$ cat src/rtl/spi_byte_master.sv
// Byte SPI master (mode 0, SCLK = CLK_1KHZ/2) with a 4-deep transmit FIFO and MISO capture.
// Latency: CS_N falls one edge after a byte lands in an empty FIFO; RX_VALID pulses 17 edges after that capture.
// Backpressure: none upstream; a START edge that finds the FIFO full (and no same-edge pop) is dropped and OVERFLOW sticks.
`timescale 1ns/1ps
module spi_byte_master (
  input  logic       CLK_1KHZ,
  input  logic       RESET,
  input  logic [7:0] DATA,
  input  logic       START,
  input  logic       MISO,
  output logic       SCLK,
  output logic       MOSI,
  output logic       CS_N,
  output logic [7:0] RX_DATA,
  output logic       RX_VALID,
  output logic       BUSY,
  output logic       OVERFLOW,
  output logic [2:0] FIFO_LEVEL
);

  typedef enum logic [1:0] {IDLE, SHIFT, GAP} state_t;

  state_t      state_q, state_d;
  logic        phase_q, phase_d;
  logic [2:0]  cnt_q, cnt_d;
  logic [7:0]  shreg_q, shreg_d;
  logic        start_q, start_d;
  logic [1:0]  wr_ptr_q, wr_ptr_d;
  logic [1:0]  rd_ptr_q, rd_ptr_d;
  logic [2:0]  level_q, level_d;
  logic        ovf_q, ovf_d;
  logic [7:0]  rx_data_q, rx_data_d;
  logic [7:0]  mem_q [4];
  logic [7:0]  mem_d [4];

  logic push_req;
  logic pop;
  logic push_ok;

  // All state registers, cleared asynchronously so outputs drop to idle values at once.
  always_ff @(posedge CLK_1KHZ or posedge RESET) begin
    if (RESET) begin
      state_q   <= IDLE;
      phase_q   <= 1'b0;
      cnt_q     <= 3'd0;
      shreg_q   <= 8'd0;
      start_q   <= 1'b0;
      wr_ptr_q  <= 2'd0;
      rd_ptr_q  <= 2'd0;
      level_q   <= 3'd0;
      ovf_q     <= 1'b0;
      rx_data_q <= 8'd0;
      for (int i = 0; i < 4; i++) mem_q[i] <= 8'd0;
    end else begin
      state_q   <= state_d;
      phase_q   <= phase_d;
      cnt_q     <= cnt_d;
      shreg_q   <= shreg_d;
      start_q   <= start_d;
      wr_ptr_q  <= wr_ptr_d;
      rd_ptr_q  <= rd_ptr_d;
      level_q   <= level_d;
      ovf_q     <= ovf_d;
      rx_data_q <= rx_data_d;
      for (int i = 0; i < 4; i++) mem_q[i] <= mem_d[i];
    end
  end

  // FIFO push/pop bookkeeping; a pop on the same edge frees the slot a full-FIFO push needs.
  always_comb begin
    start_d  = START;
    push_req = START & ~start_q;
    pop      = (state_q == IDLE) && (level_q != 3'd0);
    push_ok  = push_req && ((level_q != 3'd4) || pop);
    wr_ptr_d = wr_ptr_q;
    rd_ptr_d = rd_ptr_q;
    level_d  = level_q;
    ovf_d    = ovf_q;
    for (int i = 0; i < 4; i++) mem_d[i] = mem_q[i];

    if (push_ok) begin
      mem_d[wr_ptr_q] = DATA;
      wr_ptr_d        = wr_ptr_q + 2'd1;
    end else if (push_req) begin
      ovf_d = 1'b1;
    end
    if (pop) rd_ptr_d = rd_ptr_q + 2'd1;

    unique case ({push_ok, pop})
      2'b10:   level_d = level_q + 3'd1;
      2'b01:   level_d = level_q - 3'd1;
      default: level_d = level_q;
    endcase
  end

  // Byte sequencer: pop in IDLE, 8 two-cycle bit periods in SHIFT, one reporting cycle in GAP.
  always_comb begin
    state_d   = state_q;
    phase_d   = phase_q;
    cnt_d     = cnt_q;
    shreg_d   = shreg_q;
    rx_data_d = rx_data_q;

    unique case (state_q)
      IDLE: begin
        if (level_q != 3'd0) begin
          shreg_d = mem_q[rd_ptr_q];
          cnt_d   = 3'd7;
          phase_d = 1'b0;
          state_d = SHIFT;
        end
      end
      SHIFT: begin
        if (!phase_q) begin
          phase_d = 1'b1;
        end else begin
          // Falling SCLK edge: MISO is sampled as the shift register advances.
          phase_d = 1'b0;
          shreg_d = {shreg_q[6:0], MISO};
          if (cnt_q == 3'd0) begin
            rx_data_d = {shreg_q[6:0], MISO};
            state_d   = GAP;
          end else begin
            cnt_d = cnt_q - 3'd1;
          end
        end
      end
      GAP: begin
        state_d = IDLE;
      end
      default: begin
        state_d = IDLE;
      end
    endcase
  end

  // Serial pins decode straight from state so reset forces them idle without waiting for a clock.
  always_comb begin
    CS_N       = (state_q != SHIFT);
    SCLK       = (state_q == SHIFT) && phase_q;
    MOSI       = (state_q == SHIFT) && shreg_q[7];
    RX_VALID   = (state_q == GAP);
    RX_DATA    = rx_data_q;
    BUSY       = (state_q != IDLE) || (level_q != 3'd0);
    OVERFLOW   = ovf_q;
    FIFO_LEVEL = level_q;
  end

endmodule

$ cat config.mk
export PLATFORM = sky130hd
export DESIGN_NAME = spi_byte_master
export DESIGN_NICKNAME = d
export VERILOG_FILES = /design/src/rtl/spi_byte_master.sv
export SDC_FILE = /design/constraint.sdc
export NUM_CORES = 1
export LEC_CHECK = 0
export CAP_MARGIN = 25
export CORE_UTILIZATION = 60
export CTS_CLUSTER_SIZE = 25
export DETAILED_ROUTE_END_ITERATION = 7
export HOLD_SLACK_MARGIN = 0.12
export PLACE_DENSITY = 0.83
export REMOVE_ABC_BUFFERS = 1
export SLEW_MARGIN = 10
export SYNTH_ARGS = -nofsm -noshare
export SYNTH_HDL_FRONTEND = slang
export SYNTH_SLANG_ARGS = --single-unit
$ cat constraint.sdc
create_clock -name CLK_1KHZ -period 4.1 [get_ports CLK_1KHZ]
set_input_delay 0.615 -clock CLK_1KHZ [delete_from_list [all_inputs] [get_ports CLK_1KHZ]]
set_output_delay 0.615 -clock CLK_1KHZ [all_outputs]
set_load 0.01 [all_outputs]
=== After elaboration in Yosys (flattened, before gate mapping) ===
Index checks and enable logic that the tools add are counted.
W data, S select, Z words.

* Output and inout port bits: 17
* Input bits: 12
* Flip-flop bits (word level): 63
* Logic and storage cells: 77

* Order comparisons: 3
* Add/subtract/negate cells: 5
* Equality and inequality tests: 10
* Multiplexer cells: 21
* Reductions and logical operators: 19
* Bitwise gates (word level): 5

{| class="wikitable"
|+ Operators with widths
! cell !! number
|-
| $mux W8 || 5
|-
| $bwmux W32 || 1
|-
| $bmux W8 S2 || 1
|-
| $demux W8 S2 || 1
|-
| $pmux W8 S2 || 1
|-
| $pmux W3 S2 || 2
|-
| $mux W3 || 3
|-
| $reduce_and A3 Y1 || 3
|-
| $ge A3 B3 Y1 const B || 2
|-
| $mux W2 || 3
|-
| $ne A2 B2 Y1 const B || 3
|-
| $not A2 Y3 || 2
|-
| $reduce_bool A2 Y1 || 3
|-
| $sub A3 B1 Y3 const B || 2
|-
| $logic_and A1 B1 Y1 || 5
|-
| $add A2 B1 Y2 const B || 2
|-
| $eq A2 B1 Y1 const B || 2
|-
| $eq A2 B2 Y1 const B || 2
|-
| $ne A2 B1 Y1 const B || 2
|-
| $pmux W2 S2 || 1
|-
| $reduce_and A2 Y1 || 2
|-
| $reduce_and A4 Y1 || 1
|-
| $add A3 B1 Y3 const B || 1
|-
| $logic_not A3 Y1 || 1
|-
| 9 further kinds || 12
|}

=== Logic depth before layout (Yosys ltp) ===
* Depth in word-level cells: 6
* Depth in mapped cells: 9
* Depth with buffers taken out: 8

=== Worst setup path after synthesis ===
OpenSTA, ideal clock, no wires.

* Path type: input port to flip-flop
* From: input START
* To: register level_q[2], in the netlist FIFO_LEVEL[2]
* Cell stages on the path: 9
* Library setup time: 131 ps
* Slack: 1816 ps
* Data required time: 3969 ps
* Path buffers: 1
* Arrival: 2154 ps
* Cells stage by stage: nand2b_1 -> clkbuf_1 -> a21oi_1 -> inv_1 -> ha_1 -> fa_1 -> xnor2_1 -> nor2_1 -> xor2_1

* Word-level cells in the longest chain between the ends: 4
* Elaborated cells on any way between the ends: 6
* Classes of those cells: eq/ne: 2; mux: 1; bitwise: 1; reduce/logical: 2

{| class="wikitable"
|+ Ends and longest elaborated chain
! item !! line !! text
|-
| start: declaration || 9 || <nowiki>input logic START,</nowiki>
|-
| $and A1 B1 Y1 (*) || 72 || <nowiki>push_req = START & ~start_q;</nowiki>
|-
| $logic_and A1 B1 Y1 (*) || 74 || <nowiki>push_ok = push_req && ((level_q != 3'd4) || pop);</nowiki>
|-
| $eq A2 B1 Y1 or $eq A2 B2 Y1 (tied branches) || 89 || <nowiki>unique case ({push_ok, pop})</nowiki>
|-
| $pmux W3 S2 or $reduce_bool A2 Y1 (tied branches) || - ||
|-
| end signal: assignment || 62 || <nowiki>level_q <= level_d;</nowiki>
|-
| end: declaration || 30 || <nowiki>logic [2:0] level_q, level_d;</nowiki>
|}

Every way passes the cells marked *; elsewhere a longest branch is shown, timed or not.
A chain may end at the register's enable or synchronous reset.

=== Final worst setup path ===
* From: register state_q[1]
* To: output CS_N

* Word-level cells in the longest chain between the ends: 1

{| class="wikitable"
|+ Ends and longest elaborated chain
! item !! line !! text
|-
| start: declaration || 23 || <nowiki>state_t state_q, state_d;</nowiki>
|-
| start signal: assignment || 55 || <nowiki>state_q <= state_d;</nowiki>
|-
| $ne A2 B1 Y1 || 139 || <nowiki>CS_N = (state_q != SHIFT);</nowiki>
|-
| end: declaration || 13 || <nowiki>output logic CS_N,</nowiki>
|}

No other way between the ends.

==> results.py <==
metrics = {
    "sta": {
        "finalMaxSlewViolations": 0,
        "final.setup_skew_ns": 0.008334,
        "worst_pin_slew_ns": 0.8849,
        "tns_ns": 0,
        "hold-worst-slack_ns": 0.4851,
        "worst_slack_ns": 1.292,
        "final.period_utilization_pct": 68.48,
        "fin_crit_ns": 2.808,
        "max_slew_margin_pct": 40.55,
        "hold_violations": 0,
        "setup_violations": 0,
        "rsz0062_at_grt": "no",
        "max_freq_ghz": 0.3561,
    },
    "synth": {
        "yosys_warnings": 0,
        "seq_area_frac_synth_pct": 53.44,
        "synth.area.top_cells": "dfrtp_1 (53%), mux2_2 (16%), mux4_2 (6.1%)",
        "ys_seq_elements": 63,
        "synth_edf_count": 0,
        "ys.flop_type": "dfrtp_1",
        "avgSynthCellArea_um2": 14.05,
        "netlist.area_leader.share_pct": 53.44,
        "synth_area_um2": 2950,
        "yosys.cell_types.count": 34,
        "synth_top_cell_by_area": "dfrtp_1",
        "synth_common_cells": "dfrtp_1 (63), mux2_2 (41), inv_1 (13), nand2_1 (12)",
        "synth_most_common_cell": "dfrtp_1",
        "synthCells": 210,
        "async_reset_ff_share_pct": 100.0,
    },
    "global_route": {
        "grtUsageTotal_pct": 23.96,
        "antenna_found_initial": 0,
        "grt_pass1_vias": 1837,
        "grt_pass1_wl_um": 9087,
        "globalRoute.totalOverflow": 0,
        "grt_max_degree": 41,
    },
    "clock_network": {
        "clock_latency_ns": 0.34,
        "ctsResizeCount": 0,
        "cts_buffers": 9,
        "cts_tree": "yes",
        "post_cts_buffers": 0,
        "cts-root-buf": "clkbuf_8",
        "clkSinkCount": 63,
        "htreeDepth": 3,
        "cts_buffer_depth": 2,
        "clkSlewWorstSetupHoldPaths_ns": 0.07,
        "cts_hold_buf": 0,
    },
    "floorplan": {
        "start_util_pct": 62.46,
        "dieArea_um2": 5201,
        "die_h_um": 72.12,
        "die_w_um": 72.12,
        "row_count": 25,
        "pin_count": 29,
        "core_um2": 4723,
    },
    "critical_path": {
        "cp-end-kind": "output pin",
        "cp_slowest_cell": "clkdlybuf4s50_1",
        "critPathBufInv": 2,
        "path_max_fanout": 14,
        "r2r_setup_slack_ns": 1.40,
        "cp-start-kind": "flop",
        "crit_path_cell_trace": "and2b_1, inv_1, clkdlybuf4s50_1",
        "cpPeakStageDelay_ns": 0.63,
        "cp.required_ns": 3.48,
        "crit_family": "buffers and inverters",
        "critPathArrivalTime_ns": 2.19,
        "path_class": "flop to output pin",
    },
    "place": {
        "pre_cts_slack_ns": 1.189,
        "port_buffers": 28,
        "dpl.hpwl_um": 3529,
        "dpl_cell_area_um2": 3289,
        "dp_cells": 298,
        "gp_congestion": 0.7644,
    },
    "final_layout": {
        "syn_to_final_growth_pct": 18.11,
        "finalInstanceArea_um2": 3485,
        "n_fill_cell": 346,
        "num_antenna_cells": 0,
        "nets": 262,
        "instances_no_fill": 314,
        "drive_gt1_share_pct": 29.55,
    },
    "pwr": {
        "p_leak_nw": 1.446,
        "vdd_drop_max_mv": 0.3877,
        "powerDensity_nw_per_um2": 821.1,
    },
    "route": {
        "routed-via-count": 1766,
        "wl_um": 5303,
        "viasPerCell": 5.624,
        "drtIter0Drc": 140,
        "firstDrtPassIters": 5,
        "ant_nets": 0,
        "drc": 0,
        "wl_per_cell_um": 16.89,
    },
    "min_path": {
        "hp-class": "flop to flop",
    },
    "job": {
        "max_cap_violations": 0,
    },
    "run_status": {
        "status": "complete, no violations",
    },
}
## registers in the layout, indices dropped and copies added, names as in the netlist
name        cells
mem_q          32
RX_DATA         8
shreg_q         8
FIFO_LEVEL      3
cnt_q           3
rd_ptr_q        2
state_q         2
wr_ptr_q        2
OVERFLOW        1
phase_q         1
start_q         1
## path summary, 6_finish.rpt
kind,from,endpoint,cells after the start
hold / removal,OVERFLOW,OVERFLOW,1
setup / recovery,state_q[1],CS_N,3
min in group asynchronous,RESET,RX_DATA[2],2
hold reg to reg,OVERFLOW,OVERFLOW,1
setup reg to reg,state_q[0],FIFO_LEVEL[2],7
max in group asynchronous,RESET,wr_ptr_q[1],3
## worst register-to-register path: stages, from the launching register on
cell and delay, ns:
dfrtp_1 0.59, or2_0 0.70, nor2_1 0.24, ha_1 0.31, fa_1 0.39, xnor2_1 0.16
nor2_1 0.06, xor2_1 0.13
## cells in the final DEF, fill, tap and decap left out, types with 2 or more instances in the layout
cell type         n
clkdlybuf4s50_1  28
nor2b_1           2
inv_1            12
mux2_1            2
clkbuf_8         13
nand2_1          12
xor2_1            2
nand2b_1          2
mux2_2           41
dfrtp_1          63
a211oi_4          4
ha_1              7
mux4_2            8
a2bb2oi_1         8
nor3_1            3
xnor2_1           5
a2111oi_0         8
nor2_1            6
## metal layers
layer  GRT usage (%)  share of wire [%]  wire length [µm]
met5               0                  0                 0
met4           11.98                1.9               103
met3           6.250                3.5               185
met1           31.63                 45              2405
met2           37.07                 49              2608
## kinds of logic after synthesis
logic type	count (synthesis)	synth area share, %
XOR/XNOR	7	2.078
buffers and inverters	21	2.757
AND/OR/NAND/NOR	34	6.616
AO/OA/AOI/OAI	25	8.609
flip-flops	63	53.44
multiplexers	52	22.86
adder cells (fa/ha/maj)	8	3.647
## per-stage QoR
step,utilization [%],power [mW]
global route,73.77,3.054
finish,73.77,2.861
global placement,69.64,2.289
CTS,73.77,2.885
detailed placement,69.64,2.353
floorplan,-,1.982
## layout make-up
class	count	area, µm²	share of cell area [%]
sequential	63	1577	45.24
clock buffer	14	182.7	5.242
timing repair buffer	29	287.8	8.259
inverter	13	48.80	1.400
tap	67	83.83	2.406
multi-input combinational	126	1292	37.09
clock inverter	2	12.51	0.3591
## where the power goes
part	switching (mW)	leakage, nW	internal, mW
logic	0.487	0.595	0.669
clock network	0.230	0.0987	0.285
registers	0.263	0.752	0.928
total	0.979	1.45	1.88
Note: power is estimated with default switching activity, not from simulation.
